### src/rtl/sseg_scan_mux.sv
// Time-multiplexed N-digit 7-segment driver with PWM dimming, leading-zero
// suppression and frame-synchronous double-buffered value loading.
module sseg_scan_mux #(
    parameter int DIGITS     = 4,
    parameter int PRESCALE_W = 16,
    parameter int DUTY_W     = 4
) (
    input  logic                  clk,
    input  logic                  reset,
    input  logic [4*DIGITS-1:0]   vals,
    input  logic [DIGITS-1:0]     dp,
    input  logic [DIGITS-1:0]     blank,
    input  logic                  lz_en,
    input  logic [DUTY_W-1:0]     brightness,
    input  logic                  load,
    output logic                  load_ack,
    output logic [DIGITS-1:0]     an,
    output logic [6:0]            sseg,
    output logic                  dp_out,
    output logic                  frame_start
);

    localparam int IDX_W = (DIGITS > 1) ? $clog2(DIGITS) : 1;
    localparam logic [IDX_W-1:0] LAST_IDX = IDX_W'(DIGITS - 1);

    logic [PRESCALE_W-1:0] presc_q, presc_d;
    logic [IDX_W-1:0]      idx_q, idx_d;

    logic [4*DIGITS-1:0]   pend_vals_q;
    logic [DIGITS-1:0]     pend_dp_q, pend_blank_q;
    logic                  pend_lz_q;
    logic                  pend_valid_q, pend_valid_d;

    logic [4*DIGITS-1:0]   disp_vals_q;
    logic [DIGITS-1:0]     disp_dp_q, disp_blank_q;
    logic                  disp_lz_q;

    logic [DIGITS-1:0]     an_q, an_d;
    logic [6:0]            sseg_q, sseg_d;
    logic                  dp_out_q, dp_out_d;
    logic                  load_ack_q, frame_start_q;

    logic                  tick, boundary, pwm_on;
    logic [DIGITS:0]       zero_above;
    logic [DIGITS-1:0]     dark;
    logic [3:0]            cur_nib;

    function automatic logic [6:0] font(input logic [3:0] n);
        case (n)
            4'h0: font = 7'b0000001;
            4'h1: font = 7'b1001111;
            4'h2: font = 7'b0010010;
            4'h3: font = 7'b0000110;
            4'h4: font = 7'b1001100;
            4'h5: font = 7'b0100100;
            4'h6: font = 7'b0100000;
            4'h7: font = 7'b0001111;
            4'h8: font = 7'b0000000;
            4'h9: font = 7'b0000100;
            4'hA: font = 7'b0001000;
            4'hB: font = 7'b1100000;
            4'hC: font = 7'b0110001;
            4'hD: font = 7'b1000010;
            4'hE: font = 7'b0110000;
            default: font = 7'b0111000;
        endcase
    endfunction

    assign tick     = &presc_q;
    assign boundary = tick && (idx_q == LAST_IDX);

    // zero_above[k]: nibbles k..DIGITS-1 of the shown value are all zero
    assign zero_above[DIGITS] = 1'b1;
    generate
        for (genvar gi = 0; gi < DIGITS; gi++) begin : g_digit
            assign zero_above[gi] = (disp_vals_q[4*gi +: 4] == 4'd0) && zero_above[gi+1];
            if (gi == 0) begin : g_lsd
                assign dark[gi] = disp_blank_q[gi];
            end else begin : g_upper
                assign dark[gi] = disp_blank_q[gi] | (disp_lz_q & zero_above[gi]);
            end
        end
    endgenerate

    assign cur_nib = disp_vals_q[{idx_q, 2'b00} +: 4];
    assign pwm_on  = (&brightness) || (presc_q[PRESCALE_W-1 -: DUTY_W] < brightness);

    always_comb begin
        presc_d      = presc_q + 1'b1;
        idx_d        = idx_q;
        if (tick) begin
            idx_d = (idx_q == LAST_IDX) ? '0 : idx_q + 1'b1;
        end
        pend_valid_d = load | (pend_valid_q & ~boundary);

        an_d     = '1;
        sseg_d   = 7'h7F;
        dp_out_d = 1'b1;
        if (!dark[idx_q]) begin
            sseg_d   = font(cur_nib);
            dp_out_d = ~disp_dp_q[idx_q];
            if (pwm_on) begin
                an_d = ~(DIGITS'(1) << idx_q);
            end
        end
    end

    always_ff @(posedge clk or posedge reset) begin
        if (reset) begin
            presc_q       <= '0;
            idx_q         <= '0;
            pend_vals_q   <= '0;
            pend_dp_q     <= '0;
            pend_blank_q  <= '1;
            pend_lz_q     <= 1'b0;
            pend_valid_q  <= 1'b0;
            disp_vals_q   <= '0;
            disp_dp_q     <= '0;
            disp_blank_q  <= '1;
            disp_lz_q     <= 1'b0;
            an_q          <= '1;
            sseg_q        <= 7'h7F;
            dp_out_q      <= 1'b1;
            load_ack_q    <= 1'b0;
            frame_start_q <= 1'b0;
        end else begin
            presc_q       <= presc_d;
            idx_q         <= idx_d;
            pend_valid_q  <= pend_valid_d;
            if (load) begin
                pend_vals_q  <= vals;
                pend_dp_q    <= dp;
                pend_blank_q <= blank;
                pend_lz_q    <= lz_en;
            end
            // Only a load registered before the boundary cycle is promoted here
            if (boundary && pend_valid_q) begin
                disp_vals_q  <= pend_vals_q;
                disp_dp_q    <= pend_dp_q;
                disp_blank_q <= pend_blank_q;
                disp_lz_q    <= pend_lz_q;
            end
            an_q          <= an_d;
            sseg_q        <= sseg_d;
            dp_out_q      <= dp_out_d;
            load_ack_q    <= boundary & pend_valid_q;
            frame_start_q <= boundary;
        end
    end

    assign an          = an_q;
    assign sseg        = sseg_q;
    assign dp_out      = dp_out_q;
    assign load_ack    = load_ack_q;
    assign frame_start = frame_start_q;

endmodule

### config.mk
export PLATFORM = sky130hd
export DESIGN_NAME = sseg_scan_mux
export DESIGN_NICKNAME = d
export VERILOG_FILES = /design/src/rtl/sseg_scan_mux.sv
export SDC_FILE = /design/constraint.sdc
export NUM_CORES = 1
export LEC_CHECK = 0
export ABC_CLOCK_PERIOD_IN_PS = 6810
export CORE_MARGIN = 2
export CORE_UTILIZATION = 59
export CTS_CLUSTER_SIZE = 16
export DETAILED_ROUTE_END_ITERATION = 10
export PLACE_DENSITY = 0.81
export RECOVER_POWER = 25
export SLEW_MARGIN = 25
export SYNTH_ARGS = -nofsm -noshare
export SYNTH_HDL_FRONTEND = slang
export SYNTH_SLANG_ARGS = --single-unit
### constraint.sdc
create_clock -name clk -period 6.81 [get_ports clk]
set_input_delay 1.7025 -clock clk [delete_from_list [all_inputs] [get_ports clk]]
set_output_delay 1.7025 -clock clk [all_outputs]
set_load 0.05 [all_outputs]
# Word-level counts from Yosys, hierarchy flattened
# Memory sizes are Yosys's and may differ from the RTL's.
# Cells that the tools add are included.
# totals
elab_cells,55
input_bits,32
regBits,83
romBits,112
out_inout_bits,14
memories,1
# classes
n_lt_le_gt_ge,2
muxes,9
n_shift,2
eq_ne,1
add_sub_neg,2
reduce_logical,10
bitwise_logic,12
# memory_table
name,words,word_bits,read_ports,rd_ports_with_merged_regs,wr,line,text
(name not given),16,7,1,0,0,49,case (n)
# ops
op,count
16-bit by 1-bit adder with 16-bit output (second input constant),1
16-bit AND reduction,1
16-bit by 5-bit indexed part select with 4-bit output,1
4-bit zero test,3
4-bit 2-to-1 mux,2
7-bit 2-to-1 mux,1
1-bit AND,5
1-bit binary-select mux with 2-bit select,2
1-bit logical AND,4
4-bit less-than comparator,1
4-bit NOT,1
1-bit OR,4
4-bit AND reduction,1
1-bit by 2-bit << shifter with 4-bit output (first input constant),1
2-bit by 3-bit less-than comparator with 1-bit output (second input constant),1
1-bit 2-to-1 mux,3
2-bit by 1-bit adder with 2-bit output (second input constant),1
2-bit == test (second input constant),1
2-bit 2-to-1 mux,1
1-bit NOT,2
1-bit logical OR,1

# Longest topological paths before layout
# logic_depth
word_depth,8
mapped_depth,8
depth_no_buf,7

# Worst setup path after synthesis
# Ideal clock, no wire load.
# synth_path
path_kind,in2reg
from,in load
to,reg pend_dp_q[0]
path_slack_ps,4002
path_buffers,2
stages,3
t_arrival_ps,2683
t_required_ps,6685
setup_time_ps,125
cell_sequence,clkbuf_1 > buf_1 > mux2_2
# synth_lines
element,line,text
"start, declared",15,"input logic load,"
"end signal, assigned",132,pend_dp_q <= dp;
"end, declared",30,"logic [DIGITS-1:0] pend_dp_q, pend_blank_q;"
# No word-level cell between the ends.

# Worst setup path in the final report
# layout_path
from,reg presc_q[0]
to,reg disp_vals_q[14]
# layout_via
elab_chain_cells,3
# layout_rtl
element,line,text
"start, declared",26,"logic [PRESCALE_W-1:0] presc_q, presc_d;"
"start signal, assigned",127,presc_q <= presc_d;
16-bit AND reduction,69,assign tick = &presc_q;
1-bit logical AND,70,assign boundary = tick && (idx_q == LAST_IDX);
1-bit logical AND,137,if (boundary && pend_valid_q) begin
"end signal, assigned",138,disp_vals_q <= pend_vals_q;
"end, declared",34,logic [4*DIGITS-1:0] disp_vals_q;
# No other way between the ends.
# A chain may end at the register's enable or synchronous reset.

==> impl_results.rst <==
.. list-table::
   :header-rows: 1

   * - Metric
     - Value
   * - First DRT Iteration DRCs
     - 82
   * - Crit path required time
     - 7.04 ns
   * - Crit-path slowest cell
     - and3_1
   * - DRC violation count after routing
     - 0
   * - Yosys Warn Count
     - 0
   * - Layout Skew
     - 0.0123 ns
   * - Result of the run
     - complete, but fails checks
   * - Clk sinks
     - 83
   * - Initial antenna violation count
     - 0
   * - RSZ-0062 raised after global routing
     - no
   * - Total Power
     - 905 uW
   * - Critical path startpoint category
     - flop
   * - Type of the worst setup path
     - flop to flop
   * - DP Wirelength
     - 4300 um
   * - Slew at the pin with the worst max-slew slack
     - 1.54 ns
   * - Smallest setup slack after layout
     - 3.34 ns
   * - Number of detailed-route iterations in the first pass
     - 4
   * - Max Slew Vio Count
     - 27
   * - TritonCTS buffer count
     - 9
   * - Number of top-level pins
     - 46
   * - Clock-pin slew of the registers on the worst-case setup and hold paths
     - 0.09 ns
   * - Die area
     - 0.00703 mm2
   * - Layout area overhead
     - 16.2%
   * - Type of element capturing the critical path
     - flop
   * - Core Region
     - 0.00624 mm2
   * - Largest cells by area after synthesis
     - dfrtp_1, dfstp_2, mux2_2, mux2_4, ha_1
   * - Clk Latency, worst-skew pair
     - 0.35 ns
   * - Cell at the root of the clock tree
     - clkbuf_8
   * - Setup slack at placement
     - 3.47 ns
   * - Maxcap violations
     - 1
   * - Highest metal used
     - met4
   * - Class of the most critical hold timing path
     - flop to flop
   * - Die height
     - 83.9 um
   * - Count of cell types in the netlist
     - 39
   * - Most used standard cell by instance count after synthesis
     - dfrtp_1
   * - First-pass GRT wire length
     - 10800 um
   * - Critical path data arrival time
     - 3.70 ns
   * - Overall Global Routing Usage
     - 19.6%
   * - Pin count of the biggest net entering global routing
     - 45
   * - Total length of routed met2 wires
     - 3010 um
   * - Final setup violation count
     - 0
   * - Power density normalized to cell area
     - 207 mW/mm2
   * - Post-CTS setup buffer count
     - 0
   * - Worst vdd rail ir drop
     - 0.138 mV
   * - Final wirelength
     - 6160 um
   * - Max stage delay on crit path
     - 1.23 ns
   * - Crit-path cells
     - ha_1, nand4_1, nor4_1, and3_1, and3_1, mux2_2
   * - Effective utilization at floorplan
     - 60.3%
   * - Leak
     - 1.94 nW
   * - Most common library cells after synthesis
     - dfrtp_1, mux2_2, dfstp_2
   * - Max-slew headroom at the worst pin
     - -2.80%
   * - Routability congestion estimate
     - 0.786
   * - Hold-fix buffers at CTS
     - 0
   * - Netlist Area Pre-Place
     - 0.00376 mm2
   * - Min Clock Period, post-route
     - 3.47 ns
   * - Antenna Violating Nets Remaining
     - 0
   * - Total routed wire length on the met1 layer
     - 2850 um
   * - Top FF cell, synth
     - dfrtp_1
   * - Most used cell along the critical path
     - and3_1
   * - Vias/cell
     - 5.46
   * - Gate count after technology mapping
     - 268
   * - Worst Path Max Fanout
     - 26
   * - Vias in the first global route
     - 2261
   * - Setup Total Neg Slack
     - 0 ns
   * - Share of final-layout standard cells stronger than drive strength 1
     - 29.2%
   * - Failing checks
     - max-capacitance violations, max-slew violations
   * - Register bit count reported by yosys
     - 83
   * - Synthesized netlist net count
     - 314
   * - Mean instance size in the synthesized netlist
     - 14.0 um2
   * - Total inserted antenna cells
     - 0
   * - Met3 wire length
     - 215 um
   * - Number of buffer cells added on primary ports
     - 45
   * - CTS H-tree depth
     - 3
   * - Overall overflow remaining after global route
     - 0
   * - Share of the synthesized area in the top cell type
     - 41.9%
   * - CTS tree
     - done
   * - Most area-hungry cell type in the Yosys netlist
     - dfrtp_1
   * - Rows
     - 29
   * - Highest clock rate
     - 288 MHz
   * - Number of flops mapped to enable cells by yosys
     - 0
   * - Width of the chip
     - 83.9 um
   * - Detailed-route via count
     - 2164
   * - Count of final hold-check violations
     - 0
   * - Number of gates resized after cts
     - 0
   * - Max Root-Sink Buffers
     - 2
   * - Post-synthesis sequential area ratio
     - 55.9%
   * - Final nets
     - 360
   * - FFs w/ async S/R, synth
     - 100%
   * - Final worst-path cycle share
     - 51.0%
   * - Routed wire per std cell
     - 15.5 um
-- flip-flops by register name, indices dropped and copies added, names as in the netlist --
| register | count |
|---|---|
| pend_blank_q | 4 |
| disp_vals_q | 16 |
| sseg | 7 |
| pend_dp_q | 4 |
| frame_start | 1 |
| an | 4 |
| disp_lz_q | 1 |
| load_ack | 1 |
| disp_blank_q | 4 |
| presc_q | 16 |
| pend_valid_q | 1 |
| disp_dp_q | 4 |
| pend_vals_q | 16 |
| pend_lz_q | 1 |
| dp_out | 1 |
| idx_q | 2 |
-- layout by cell type, fill, tap and decap left out, types with 4 or more instances in the layout --
cell type,synthesis,layout
xor2_1,4,4
o21ai_0,5,5
dfstp_2,20,20
nand2_1,15,15
inv_1,12,11
mux2_4,19,19
xnor2_1,10,10
nor2_1,8,8
mux4_2,5,5
mux2_2,33,32
ha_1,14,14
dfrtp_1,63,63
nand3_1,14,14
clkdlybuf4s50_1,0,44
nand4_1,3,4
clkbuf_8,0,9
-- per-stage QoR --
| step | hold slack, ns | area (um2) | util, % | std cells |
|---|---|---|---|---|
| after floorplan | 0.441 | 3760 | - | 268 |
| after global placement | 0.458 | 4220 | 67.7 | 380 |
| after detailed placement | 0.469 | 4220 | 67.6 | 380 |
| after CTS | 0.482 | 4400 | 70.6 | 396 |
| after global routing | 0.509 | 4370 | 70.0 | 396 |
| final | 0.480 | 4370 | 70.0 | 396 |
-- critical path: cells and delay by family (launching register included) --
family                   cells  cell delay [ns]
multiplexers                 1             0.44
flip-flops                   1             0.40
adder cells (fa/ha/maj)      1             0.22
AND/OR/NAND/NOR              4             2.29
-- report_power, final --
part / internal, mW / leakage [nW] / switching (mW)
registers: 0.510 / 1.02 / 0.00859
clock network: 0.169 / 0.0971 / 0.167
logic: 0.0303 / 0.826 / 0.0202
total: 0.709 / 1.94 / 0.196
-- worst paths after layout --
| path | from | to | slack, ns | depth (start not counted) |
|---|---|---|---|---|
| max | presc_q[0]$_DFF_PP0_ | disp_vals_q[14]$_DFFE_PP0P_ | 3.34 | 6 |
| min | presc_q[6]$_DFF_PP0_ | presc_q[6]$_DFF_PP0_ | 0.48 | 1 |
| max reg2reg | presc_q[0]$_DFF_PP0_ | disp_vals_q[14]$_DFFE_PP0P_ | 3.34 | 6 |
| min in group asynchronous | reset | presc_q[4]$_DFF_PP0_ | 1.81 | 2 |
| min reg2reg | presc_q[6]$_DFF_PP0_ | presc_q[6]$_DFF_PP0_ | 0.48 | 1 |
| max in group asynchronous | reset | sseg[5]$_DFF_PP1_ | 3.94 | 3 |
-- logic make-up (layout without fill, tap and decap cells) --
family | count (synthesis) | count (layout) | synth area share [%]
DFF | 83 | 83 | 55.9
and+or+nand+nor | 58 | 58 | 8.58
muxes | 57 | 57 | 20.5
buffers and inverters | 23 | 74 | 3.66
AOI/OAI and AO/OA | 19 | 19 | 3.52
adders and majority gates | 14 | 14 | 4.66
xor gates and xnor gates | 14 | 14 | 3.26
-- final cells by class --
| cell class | count | area (um2) |
|---|---|---|
| sequential | 83 | 2100 |
| fill | 447 | 1870 |
| multi-input combinational | 162 | 1490 |
| timing repair buffer | 46 | 452 |
| clock buffer | 11 | 131 |
| tap | 77 | 96.3 |
| clock inverter | 5 | 53.8 |
| inverter | 12 | 45.0 |
-- per-layer routing --
metal  vias up  GRT usage (%)
met5         -              0
met3         8           4.85
met2        42           31.1
met4         0           7.04
li1       1040              -
met1      1074           26.8
(Power assumes the default switching activity.)
